===== src/rtl/sum_splitter_pkg.sv =====
// Shared types and helpers for splitter/throttle blocks that break a total
// into bounded per-cycle increments.
package sum_splitter_pkg;

    typedef enum logic {
        IDLE = 1'b0,
        RUN  = 1'b1
    } state_t;

    localparam int STEP_W = 32;

    // Clipped increment: never more than what is left, never more than the cap.
    function automatic logic [STEP_W-1:0] min_step(
        input logic [STEP_W-1:0] remaining,
        input logic [STEP_W-1:0] max_step
    );
        return (remaining < max_step) ? remaining : max_step;
    endfunction

endpackage


===== src/rtl/sum_splitter.sv =====
// Splits a loaded total into a valid/ready stream of increments of at most
// MAX_STEP each; the accepted beats sum exactly to the loaded total.
module sum_splitter
    import sum_splitter_pkg::*;
#(
    parameter int WIDTH    = 8,
    parameter int MAX_STEP = 16
) (
    input  logic             clk,
    input  logic             rst,
    input  logic             load_valid,
    output logic             load_ready,
    input  logic [WIDTH-1:0] load_total,
    output logic             out_valid,
    input  logic             out_ready,
    output logic [WIDTH-1:0] out_data,
    output logic             out_last,
    output logic             busy,
    output logic [WIDTH-1:0] beat_count
);

    generate
        if (WIDTH < 1 || WIDTH > STEP_W) begin : g_bad_width
            $error("sum_splitter: WIDTH must be 1..32");
        end
        if (MAX_STEP < 1 || longint'(MAX_STEP) > ((64'd1 << WIDTH) - 64'd1)) begin : g_bad_step
            $error("sum_splitter: MAX_STEP must be in 1..2**WIDTH-1");
        end
    endgenerate

    localparam logic [WIDTH-1:0] STEP = WIDTH'(MAX_STEP);

    state_t           state, state_nx;
    logic [WIDTH-1:0] remaining, remaining_nx;
    logic [WIDTH-1:0] beat_nx;
    logic [WIDTH-1:0] step;

    assign step = WIDTH'(min_step(STEP_W'(remaining), STEP_W'(MAX_STEP)));

    always_ff @(posedge clk or posedge rst) begin
        if (rst) begin
            state      <= IDLE;
            remaining  <= '0;
            beat_count <= '0;
        end else begin
            state      <= state_nx;
            remaining  <= remaining_nx;
            beat_count <= beat_nx;
        end
    end

    // Outputs decode only registered state; out_ready/load_valid steer next state.
    always_comb begin
        state_nx     = state;
        remaining_nx = remaining;
        beat_nx      = beat_count;
        load_ready   = 1'b0;
        out_valid    = 1'b0;
        busy         = 1'b0;
        out_data     = '0;
        out_last     = 1'b0;
        case (state)
            IDLE: begin
                load_ready = 1'b1;
                if (load_valid) begin
                    state_nx     = RUN;
                    remaining_nx = load_total;
                    beat_nx      = '0;
                end
            end
            RUN: begin
                out_valid = 1'b1;
                busy      = 1'b1;
                out_data  = step;
                out_last  = (remaining <= STEP);
                if (out_ready) begin
                    remaining_nx = remaining - step;
                    beat_nx      = beat_count + 1'b1;
                    if (out_last) state_nx = IDLE;
                end
            end
            default: state_nx = IDLE;
        endcase
    end

endmodule


===== config.mk =====
export PLATFORM = sky130hd
export DESIGN_NAME = sum_splitter
export DESIGN_NICKNAME = d
export VERILOG_FILES = /design/src/rtl/sum_splitter_pkg.sv /design/src/rtl/sum_splitter.sv
export SDC_FILE = /design/constraint.sdc
export NUM_CORES = 1
export LEC_CHECK = 0
export ABC_CLOCK_PERIOD_IN_PS = 2700
export CAP_MARGIN = 10
export CORE_ASPECT_RATIO = 2
export CORE_MARGIN = 4
export CORE_UTILIZATION = 40
export CTS_CLUSTER_SIZE = 8
export DETAILED_ROUTE_END_ITERATION = 16
export PLACE_DENSITY_LB_ADDON = 0.1
export SKIP_LAST_GASP = 1
export SLEW_MARGIN = 20
export SYNTH_ARGS = -nofsm -noshare
export SYNTH_HDL_FRONTEND = slang
export SYNTH_SLANG_ARGS = --single-unit

===== constraint.sdc =====
create_clock -name clk -period 2.7 [get_ports clk]
set_input_delay 0.675 -clock clk [delete_from_list [all_inputs] [get_ports clk]]
set_output_delay 0.675 -clock clk [all_outputs]
set_load 0.01 [all_outputs]

==> impl_metrics.csv <==
group,metric,value,unit
clocking,cts_tree,"done",
outcome,status,"finished, final reports clean",
drt,wl,2930,µm
grt,grt_max_degree,21,
clocking,cts_sinks,17,
clocking,cts_hold_buf,0,
final_layout,diodes,0,
placement,hpwl,2200,µm
synth,synth_area_leader_cell,"dfrtp_1",
worst_setup_path,slowest_delay,0.53,ns
die,die_area,3590,µm²
drt,viasPerCell,5.66,
worst_setup_path,critical_path.top_delay_family,"buffers and inverters",
timing,hold_ws,0.492,ns
placement,dp.cells,166,
pwr,p_seq_share,38.9,%
final_layout,drive_gt1_share,10.3,%
placement,post-place-ws,0.268,ns
timing,setup_viol,0,
pwr,leakage,0.607,nW
worst_setup_path,start_kind,"flip-flop",
pwr,powerDensity,991,nW/µm²
timing,clock.fmax,381,MHz
hold_path,hold_class,"flip-flop to flip-flop",
pwr,swShare,41.2,%
pwr,ir_drop,0.490,mV
grt,grt_first_pass_wirelength,4850,µm
worst_setup_path,path_class,"flip-flop to primary output",
drt,ant_nets,0,
synth,synth_top_area_share,40.1,%
synth,syn_area,1060,µm²
synth,synth.area.top_cells,"dfrtp_1 40%, nand2_1 3.9%, mux2i_1 3.8%",
die,top_level_ports,32,
worst_setup_path,crit_path_end_kind,"primary output",
placement,io_buffers,28,
synth,ys_warn_count,0,
worst_setup_path,slowest_stage,"clkdlybuf4s50_1",
clocking,cts_max_path_buffers,2,
clocking,ctsHtreeMaxLevel,1,
timing,finClkSkew,0.00966,ns
synth,synthTopCellsByCount,"17 x dfrtp_1, 11 x nand2_1, 7 x nor2_1",
timing,worst_slack,0.0741,ns
worst_setup_path,crit_chain,"o41ai_1, and3_2, clkdlybuf4s50_1",
worst_setup_path,critPathMaxFanout,8,
drt,vias,980,
final_layout,area.growth.synth_to_final,33.4,%
synth,async_flop_share,100,%
pwr,switchingPower,577,µW
clocking,cts_made_buffers,3,
grt,overflow,0,
timing,finalCritPeriodShare,97.3,%
timing,hold_violations,0,
synth,ys_ff_latch,17,
timing,slew_headroom,54.8,%
clocking,clk_pin_slew,0.07,ns
clocking,clk_latency,0.26,ns
synth,synth_cell_types,46,
pwr,total_power,1.40,mW
pwr,intPower,824,µW
drt,wire_per_inst,16.9,µm
worst_setup_path,worst-path-buf-inv,1,
die,die-height,80.8,µm
synth,synth.yosys.seq_area_share,40.1,%
pwr,p_comb_share,47.1,%
worst_setup_path,required,2.03,ns
timing,fin_crit,2.63,ns
flow_run,drv_cap,0,
worst_setup_path,arrival,1.95,ns
final_layout,instances_no_fill,173,
grt,grt_pass1_vias,978,
clocking,clockRootBuffer,"clkbuf_8",
drt,dr.pass1.iters,4,
placement,globalplace.congestion,0.868,
die,die_x,44.4,µm
timing,drv_slew,0,
synth,yosysMostFrequentCell,"dfrtp_1",
die,row_count,26,
drt,drcViolationCount,0,
synth,avgSynthCellArea,9.31,µm²
synth,synth_edf_count,0,
drt,drtIter0Drc,28,
pwr,p_clk_share,14.0,%
timing,tightest_slew,0.678,ns
synth,ys_dominant_reg_cell,"dfrtp_1",
grt,antenna_found_initial,0,
grt,grt_usage,18.2,%
final_layout,finalNetCount,160,
die,start_util,41.8,%
die,coreArea,2540,µm²
synth,netlist_instances,114,
worst paths after layout:
check / end / startpoint / cells past startpoint / slack [ns]
worst max-delay path: out_last / remaining[1]$_DFFE_PP0P_ / 3 / 0.07
worst min-delay path: beat_count[7]$_DFFE_PP0P_ / beat_count[7]$_DFFE_PP0P_ / 1 / 0.49
worst max register to register: remaining[4]$_DFFE_PP0P_ / remaining[4]$_DFFE_PP0P_ / 7 / 0.34
worst min register to register: beat_count[7]$_DFFE_PP0P_ / beat_count[7]$_DFFE_PP0P_ / 1 / 0.49
max in group asynchronous: state$_DFF_PP0_ / rst / 2 / 1.41
min in group asynchronous: remaining[1]$_DFFE_PP0P_ / rst / 2 / 0.82
per-stage QoR:
step / cell area, µm² / util [%] / setup TNS [ns]
after floorplan: 1070 / - / 0
after global placement: 1350 / 53.1 / 0
after detailed placement: 1350 / 53.1 / 0
after CTS: 1390 / 54.8 / 0
after global routing: 1420 / 55.8 / -0.0284
final: 1420 / 55.8 / 0
sequential cells by signal, summed over array words and instances (netlist names):
signal      flops
remaining       8
beat_count      8
state           1
layer usage:
| metal | global-route usage (%) | vias to the layer above | wire [µm] |
|---|---|---|---|
| li1 | - | 490 | - |
| met1 | 22.0 | 456 | 1180 |
| met2 | 30.8 | 26 | 1580 |
| met3 | 1.55 | 8 | 82 |
| met4 | 9.97 | 0 | 87 |
| met5 | 0 | - | 0 |
worst register-to-register path, delay by kind of cell, from the launching register on:
| family | cells | cell delay, ns |
|---|---|---|
| AO/OA/AOI/OAI | 2 | 0.23 |
| adder cells (fa/ha/maj) | 1 | 0.27 |
| buffers and inverters | 1 | 0.19 |
| flip-flops | 1 | 0.49 |
| AND/OR/NAND/NOR | 3 | 1.06 |
power by group through the flow:
stage	registers, mW	logic [mW]	clock network [mW]
6_report	0.546	0.660	0.196
5_1_grt	0.573	0.727	0.209
4_1_cts	0.541	0.644	0.198
3_5_place_dp	0.542	0.640	0
3_3_place_gp	0.537	0.628	0
2_1_floorplan	0.491	0.434	0
cell type report:
type / instances / area, µm²
clock buffers: 4 / 45.0
fillers: 250 / 1120
inverters: 3 / 11.3
multi-input cells: 86 / 564
flip-flops and latches: 17 / 427
well taps: 28 / 35.0
repair buffers: 35 / 333
layout by cell type, fill, tap and decap left out, types with 3 or more instances in the layout:
cell type / netlist / final
clkdlybuf4s50_1: 0 / 28
mux2i_1: 4 / 4
dfrtp_1: 17 / 16
or4_1: 3 / 3
nand3_1: 5 / 5
buf_4: 5 / 7
nor2_1: 7 / 7
nand2_1: 11 / 11
conb_1: 2 / 4
clkbuf_8: 0 / 3
a21oi_1: 5 / 5
o21ai_0: 3 / 3
inv_1: 3 / 3
and3_1: 4 / 4
timing repair:
item                       4_1_cts  5_1_grt
buffers inserted                 0        3
pin swaps                        1        1
resized for setup                0        1
setup endpoints to repair        4        5
cell families after synthesis:
| family | synth area share (%) |
|---|---|
| xor+xnor | 0.826 |
| buf+inv | 7.43 |
| compound gates | 20.5 |
| other cells | 0.708 |
| mux | 3.77 |
| flops | 40.1 |
| fa+ha+maj | 2.36 |
| simple gates | 24.3 |
No activity file was read; power rests on OpenSTA's default activity.
